==> config.mk <==
export PLATFORM = sky130hd
export DESIGN_NAME = nibble_serializer
export DESIGN_NICKNAME = d
export VERILOG_FILES = /design/src/rtl/nibble_serializer.sv
export SDC_FILE = /design/constraint.sdc
export NUM_CORES = 1
export LEC_CHECK = 0
export CORE_AREA = 8 8 46 48
export DETAILED_ROUTE_END_ITERATION = 10
export DIE_AREA = 0 0 54 56
export GPL_ROUTABILITY_DRIVEN = 1
export PLACE_DENSITY = 0.78
export SLEW_MARGIN = 10
export SYNTH_ARGS = -nofsm -noshare
export SYNTH_HDL_FRONTEND = slang
export SYNTH_SLANG_ARGS = --single-unit
export TNS_END_PERCENT = 50
==> constraint.sdc <==
create_clock -name clk -period 3.45 [get_ports clk]
set_input_delay 1.035 -clock clk [delete_from_list [all_inputs] [get_ports clk]]
set_output_delay 1.035 -clock clk [all_outputs]
set_load 0.02 [all_outputs]
==> src/rtl/nibble_serializer.sv <==
// nibble_serializer: turns 4-bit parallel words into a gapless MSB-first
// serial stream for the downstream sequence detector.
// One active frame lives in the shift register, one pending word in the
// holding register. Serial outputs come straight from flops.
// Build option: define SERIALIZER_PARITY_EN to append an even-parity bit to
// every frame (5-bit frames instead of 4).
module nibble_serializer (
  input  logic       clk,
  input  logic       rst,
  input  logic [3:0] data_in,
  input  logic       data_valid,
  output logic       data_ready,
  output logic       ser_out,
  output logic       ser_valid,
  output logic       frame_start
);

`ifdef SERIALIZER_PARITY_EN
  localparam int FRAME_LEN = 5;
`else
  localparam int FRAME_LEN = 4;
`endif
  localparam int CNT_W = 3;

  typedef enum logic {IDLE, SHIFT} state_t;

  state_t           state;
  logic [CNT_W-1:0] cnt;
  logic [3:0]       sh;
  logic [3:0]       hold;
  logic             hold_full;

  logic             accept;
  logic             last_bit;
  logic             start_frame;
  logic             capture_hold;
  logic [3:0]       load_word;

  // Bits still to be shifted after the MSB: the three lower data bits,
  // followed by the parity bit when the frame carries one.
  function automatic logic [3:0] frame_tail(input logic [3:0] w);
`ifdef SERIALIZER_PARITY_EN
    return {w[2:0], ^w};
`else
    return {w[2:0], 1'b0};
`endif
  endfunction

  assign data_ready   = !hold_full;
  assign accept       = data_valid && !hold_full;
  assign last_bit     = (cnt == CNT_W'(FRAME_LEN - 1));
  // A pending word always has priority; when hold is full the input is
  // blocked, so a word is never taken from both sources at once.
  assign load_word    = hold_full ? hold : data_in;
  assign start_frame  = ((state == IDLE) && accept) ||
                        ((state == SHIFT) && last_bit && (hold_full || accept));
  assign capture_hold = (state == SHIFT) && !last_bit && accept;

  // Frame sequencing, word storage and registered serial outputs.
  always_ff @(posedge clk or posedge rst) begin
    if (rst) begin
      state       <= IDLE;
      cnt         <= '0;
      sh          <= '0;
      hold        <= '0;
      hold_full   <= 1'b0;
      ser_out     <= 1'b0;
      ser_valid   <= 1'b0;
      frame_start <= 1'b0;
    end else begin
      if (start_frame) begin
        state       <= SHIFT;
        cnt         <= '0;
        ser_out     <= load_word[3];
        sh          <= frame_tail(load_word);
        ser_valid   <= 1'b1;
        frame_start <= 1'b1;
        if (hold_full) begin
          hold_full <= 1'b0;
        end
      end else if ((state == SHIFT) && last_bit) begin
        state       <= IDLE;
        cnt         <= '0;
        ser_out     <= 1'b0;
        ser_valid   <= 1'b0;
        frame_start <= 1'b0;
      end else if (state == SHIFT) begin
        cnt         <= cnt + CNT_W'(1);
        ser_out     <= sh[3];
        sh          <= {sh[2:0], 1'b0};
        frame_start <= 1'b0;
      end

      if (capture_hold) begin
        hold      <= data_in;
        hold_full <= 1'b1;
      end
    end
  end

endmodule

Word-level counts from Yosys, hierarchy flattened

Cells that the tools add are included.

Logic and storage cells: 43
Bits in registers: 15
Output and inout port bits: 4

Bitwise logic cells: 1
Add/subtract/negate cells: 1
Equal/unequal tests: 2
Multiplexer cells: 17
Reductions and logical operators: 15

Operators by type and width:

| cell                                                            | count |
|---|---|
| 4-bit 2-to-1 mux                                                | 4 |
| 1-bit 2-to-1 mux                                                | 10 |
| 3-bit 2-to-1 mux                                                | 3 |
| 1-bit logical AND                                               | 6 |
| 2-bit nonzero test                                              | 3 |
| 3-bit by 1-bit adder with 3-bit output, second input constant   | 1 |
| 3-bit by 2-bit == test with 1-bit output, second input constant | 1 |
| 3-bit nonzero test                                              | 1 |
| 1-bit zero test                                                 | 2 |
| 1-bit logical OR                                                | 2 |
| 2-bit != test, second input constant                            | 1 |
| 2-bit AND reduction                                             | 1 |
| 1-bit inverter                                                  | 1 |

Depth between registers and ports, before layout

Gate-level depths: netlist (run 1).

Depth after elaboration: 7
Gate-level depth with buffers: 4
Depth with buffers taken out: 4

Least setup slack after synthesis (run 1)

No wires, ideal clock.

Kind: input -> register
Start: input data_valid
End: register hold[0]
Required time: 3,325 ps
Path buffers: 1
Path slack: 1,551 ps
Stages: 4
Arrival: 1,774 ps
Library setup time: 125 ps
Cells stage by stage: buf_4 nand2_4 nor3_4 mux2_2

Word-level cells in the longest chain between the ends: 2

RTL lines:

| item                 | line | source |
|---|---|---|
| start, declared      | 11   | `input logic data_valid,` |
| 1-bit logical AND    | 50   | `assign accept = data_valid && !hold_full;` |
| 1-bit logical AND    | 57   | `assign capture_hold = (state == SHIFT) && !last_bit && accept;` |
| end signal, assigned | 95   | `hold <= data_in;` |
| end, declared        | 30   | `logic [3:0] hold;` |

Every way passes these cells.
A chain may end at the register's enable or synchronous reset.

==> impl_metrics.toml, run 1 <==
[outcome]
status = "finished clean"

[synth]
ys_seq_area_frac = 0.472
synthAdderAreaFrac = 0.0169
yosys.area_share.simple = 0.110
synth_top_area_cell = "dfrtp_1"
synth-seq-cells = 14
synth_top_family_by_area = "multiplexers"
synth_top_area_frac = 0.472
syn_nets = 62
yosys-top-cells-area = "dfrtp_1 47%, mux2i_1 11%, mux2_2 11%, buf_6 3.0%, mux2i_4 3.0%"
synth_compound_area_frac = 0.106
synth-xor-area-share = 0
syn_inst = 54
ys_types = 23
postSynthAreaPerCell_um2 = 13.7
synthMuxAreaShare = 0.245
synth_area_um2 = 742
yosysWarnings = 0

[critical_path]
cp.required_ns = 2.41
critPathKind = "reg2out"
worstPathCellList = "clkdlybuf4s50_1"
cp_top_family = "flip-flops"
r2r_end = "hold[1]"
worstPathArrival_ns = 1.69
rrSetupSlack_ns = 1.91
worst_path_largest_cell_delay_ns = 0.71
rr_worst_depth = 4
r2r_start = "cnt[0]"
crit_path_top_delay_cell = "dfrtp_1"
worstSetupStartpointType = "flip-flop"
crit_fanout = 12
crit_buf_inv = 1
end_kind = "primary output"

[placement]
gp_congestion = 0.705
dp_hpwl_um = 982
numPortBuffers = 10

[global_routing]
grt_start_max_net_pins = 15
grt_pass1_wl_um = 2090
antenna_found_initial = 0
overflow = 0
grt_pass1_vias = 483
grt_usage = 0.0920

[routing]
wl_um = 1240
via_per_inst = 5.48
ant_nets = 0
first_iter_violations = 4
vias = 438
highest_layer = "met4"
dr.pass1.iters = 2
wl_met1_um = 559
wl_per_cell_um = 15.5
wl_met3_um = 49
wl_met2_um = 608
post-route-drc-count = 0

[worst_hold_path]
hold_path_depth = 1
hold_path.class = "reg2reg"
min_to = "frame_start"
min_from = "frame_start"

[power]
p_leak_nw = 0.395
powerDensity_nw_per_um2 = 802
ir_drop_mv = 0.346

[clocking]
clockBufferDepth = 2
clkTransAtPathRegs_ns = 0.07
post_cts_buffers = 0
h-tree-depth = 1
cts_buffers = 3
clk_latency_ns = 0.27
root_buffer = "clkbuf_4"
hold_buffers = 0
cts_tree = "done"
cts_sinks = 14
cts_resized = 0

[die]
rows = 14
die_area_um2 = 3020
ioPinCount = 11
core-area_um2 = 1440
dieHeight_um = 56
fp.dieW_um = 54
start_util = 0.517

[sta]
finClkSkew_ns = 0.000601
max_freq_mhz = 366
maxSlewHeadroom = 0.618
rsz0062_at_grt = "false"
slew_viol_final = 0
tightest_slew_ns = 0.572
min_period_ns = 2.73
holdWs_ns = 0.503
period_share = 0.791
setup_viol = 0
setup_tns_ns = 0
finalHoldViolCount = 0

[final_layout]
fillCellCount = 126
diodes = 0
area_growth_pct = 15.2
drive_gt1_frac = 0.266
final_nets = 74

[run]
drv_cap = 0
-- final cells by class --
class	count	area, um^2	area share
Sequential cell	14	350	0.410
Timing Repair Buffer	10	100	0.117
Tap cell	16	20.0	0.0234
Clock buffer	3	22.5	0.0264
Inverter	2	7.51	0.00878
Multi-Input combinational cell	35	354	0.414
-- worst max path at each step --
stage                          start   endpoint  slack (ns)  depth (start not counted)
after floorplan           data_valid    hold[0]        1.55                          4
after global placement    data_valid    hold[1]        0.90                          4
after detailed placement  data_valid    hold[2]        0.86                          4
after CTS                      state  ser_valid        0.71                          1
after global routing           state  ser_valid        0.68                          1
final                          state  ser_valid        0.72                          1
-- layout by cell type (no fill, tap or decap), drive strengths merged --
cell type,Yosys,layout
clkdlybuf4s50,0,10
mux2i,9,9
and2,1,1
a211oi,3,3
nand2b,1,1
dfrtp,14,14
a221o,1,1
nand2,3,3
a22o,1,1
mux2,7,7
ha,1,1
o21a,1,1
a22oi,1,1
clkbuf,0,3
nor3,1,1
o2bb2ai,1,1
a21oi,1,1
inv,2,2
nor2b,3,3
-- cells by family after synthesis --
family / after synthesis
buffers and inverters: 5
flip-flops: 14
AO/OA/AOI/OAI: 9
adder cells (fa/ha/maj): 1
multiplexers: 16
AND/OR/NAND/NOR: 9
-- metrics by stage --
stage                     area [um^2]  power [mW]  cells   util  setup slack, ns
final                             855       0.685     80  0.595            0.720
after global routing              855       0.736     80  0.595            0.681
after CTS                         855       0.697     80  0.595            0.713
after detailed placement          832       0.609     77  0.579            0.862
after global placement            832       0.597     77  0.579            0.899
after floorplan                   742       0.534     54      -             1.55
-- metal layers --
metal | vias up | GRT usage
met3 | 4 | 0.0321
met1 | 211 | 0.104
met4 | 0 | 0.0528
met5 | - | 0
li1 | 216 | -
met2 | 7 | 0.143
-- power by group --
part | internal (mW) | total [mW] | switching (mW)
registers | 0.231 | 0.295 | 0.0632
clock network | 0.0404 | 0.0867 | 0.0463
logic | 0.176 | 0.304 | 0.128
total | 0.448 | 0.685 | 0.237
-- flip-flops by register name, indices dropped and copies added (netlist names) --
| name | flops |
|---|---|
| hold_full | 1 |
| ser_out | 1 |
| frame_start | 1 |
| hold | 4 |
| cnt | 3 |
| state | 1 |
| sh | 3 |
-- synthesized netlist by cell type --
| cell type | count |
|---|---|
| a211oi_1 | 2 |
| a211oi_2 | 1 |
| a21oi_2 | 1 |
| a221o_1 | 1 |
| a22o_1 | 1 |
| a22oi_1 | 1 |
| and2_1 | 1 |
| buf_4 | 1 |
| buf_6 | 2 |
| dfrtp_1 | 14 |
| ha_1 | 1 |
| inv_1 | 2 |
| mux2_2 | 7 |
| mux2i_1 | 8 |
| mux2i_4 | 1 |
| nand2_1 | 2 |
| nand2_4 | 1 |
| nand2b_4 | 1 |
| nor2b_1 | 2 |
| nor2b_4 | 1 |
| nor3_4 | 1 |
| o21a_1 | 1 |
| o2bb2ai_1 | 1 |
(Power assumes the default switching activity.)
==> run 2, diff against run 1 <==
CORE_AREA = 8 8 48 50   (was 8 8 46 48)
DIE_AREA = 0 0 56 58   (was 0 0 54 56)
PLACE_DENSITY = 0.71   (was 0.78)
clock period = 2.6 ns   (was 3.45 ns; I/O delays follow)
==> impl_metrics.toml, run 2 (synthesis results as in run 1) <==
[critical_path]
worst_path_largest_cell_delay_ns = 0.62
worstSetupStartpointType = "flip-flop"
crit_fanout = 3
worstPathArrival_ns = 1.37
crit_path_top_delay_cell = "clkdlybuf4s50_1"
rr_worst_depth = 4
critPathKind = "reg2out"
r2r_end = "hold[2]"
cp_top_family = "buffers and inverters"
crit_cells = 2
cp.required_ns = 1.82
r2r_start = "cnt[0]"
worstPathCellList = "inv_1 > clkdlybuf4s50_1"
crit_buf_inv = 2
rrSetupSlack_ns = 1.07
end_kind = "primary output"

[routing]
dr.pass1.iters = 3
wl_um = 1190
wl_per_cell_um = 14.3
first_iter_violations = 1
vias = 440
via_per_inst = 5.30
post-route-drc-count = 0
ant_nets = 0

[final_layout]
regMostFlops = "hold"
area_growth_pct = 17.4
diodes = 0
drive_gt1_frac = 0.288
largest_reg_flops = 4
fillCellCount = 139
layout_commonest_cell = "dfrtp_1"
reg_top3 = "hold x4, cnt x3, sh x3"
layout_common_cells = "14 x dfrtp_1, 10 x clkdlybuf4s50_1, 8 x mux2i_1, 7 x mux2_2, 3 x clkbuf_4"
final_nets = 76

[power]
total_power_mw = 0.920
p_leak_nw = 0.404
powerDensity_nw_per_um2 = 1060
ir_drop_mv = 0.481

[global_routing]
grt_start_max_net_pins = 15
grt_usage = 0.0845
grt_pass1_wl_um = 2170
grt_pass1_vias = 504
overflow = 0
antenna_found_initial = 0

[clocking]
post_cts_buffers = 0
root_buffer = "clkbuf_4"
h-tree-depth = 1
clk_latency_ns = 0.27
hold_buffers = 0
clockBufferDepth = 2
cts_buffers = 3
cts_sinks = 14
cts_resized = 0
clkTransAtPathRegs_ns = 0.08
cts_tree = "done"

[outcome]
status = "finished clean"

[worst_hold_path]
hold_path_depth = 1
min_to = "frame_start"
hold_path.class = "reg2reg"
min_from = "frame_start"

[die]
core-area_um2 = 1610
rows = 15
dieHeight_um = 58
fp.dieW_um = 56
ioPinCount = 11
die_area_um2 = 3250
start_util = 0.460

[placement]
numPortBuffers = 10
dp_hpwl_um = 940
gp_congestion = 0.733

[sta]
maxSlewHeadroom = 0.659
max_freq_mhz = 464
setup_viol = 0
slew_viol_final = 0
min_period_ns = 2.15
finalHoldViolCount = 0
setup_tns_ns = 0
finClkSkew_ns = 0.00557
period_share = 0.829
rsz0062_at_grt = "false"
tightest_slew_ns = 0.511

[run]
drv_cap = 0
run 2: changes by cell type in the layout (fill, tap and decap cells not counted):
cell   previous run  this run
buf_4             0         2
run 2: cell type report:
cell class,count,area [um^2],area share
Multi-Input combinational cell,35,354,0.407
Tap cell,17,21.3,0.0244
Timing Repair Buffer,12,115,0.132
Clock buffer,3,22.5,0.0259
Sequential cell,14,350,0.402
Inverter,2,7.51,0.00862
run 2: worst max path at each step:
stage | startpoint | endpoint | slack (ns)
2_1_floorplan | data_valid | hold[0] | 0.96
3_3_place_gp | data_valid | hold[1] | 0.31
3_5_place_dp | data_valid | hold[3] | 0.29
4_1_cts | hold_full | data_ready | 0.42
5_1_grt | hold_full | data_ready | 0.38
6_report | hold_full | data_ready | 0.45
run 2: metal layers:
layer / track usage / vias to the layer above / routed length [um]
met3: 0.0284 / 2 / 38
met2: 0.130 / 7 / 556
met5: 0 / - / 0
met4: 0.0515 / 0 / 11
met1: 0.0991 / 208 / 585
li1: - / 223 / -
run 2: power by group:
part | internal (mW) | switching (mW)
clock | 0.0536 | 0.0609
sequential | 0.308 | 0.0477
combinational | 0.245 | 0.206
run 2: stage by stage:
stage	instance area, um^2	setup slack, ns	cells	utilization	hold WS, ns
after floorplan	742	0.956	54	-	0.477
after global placement	848	0.312	80	0.526	0.477
after detailed placement	848	0.294	80	0.526	0.478
after CTS	871	0.425	83	0.540	0.495
after global routing	871	0.377	83	0.540	0.527
final	871	0.445	83	0.540	0.489
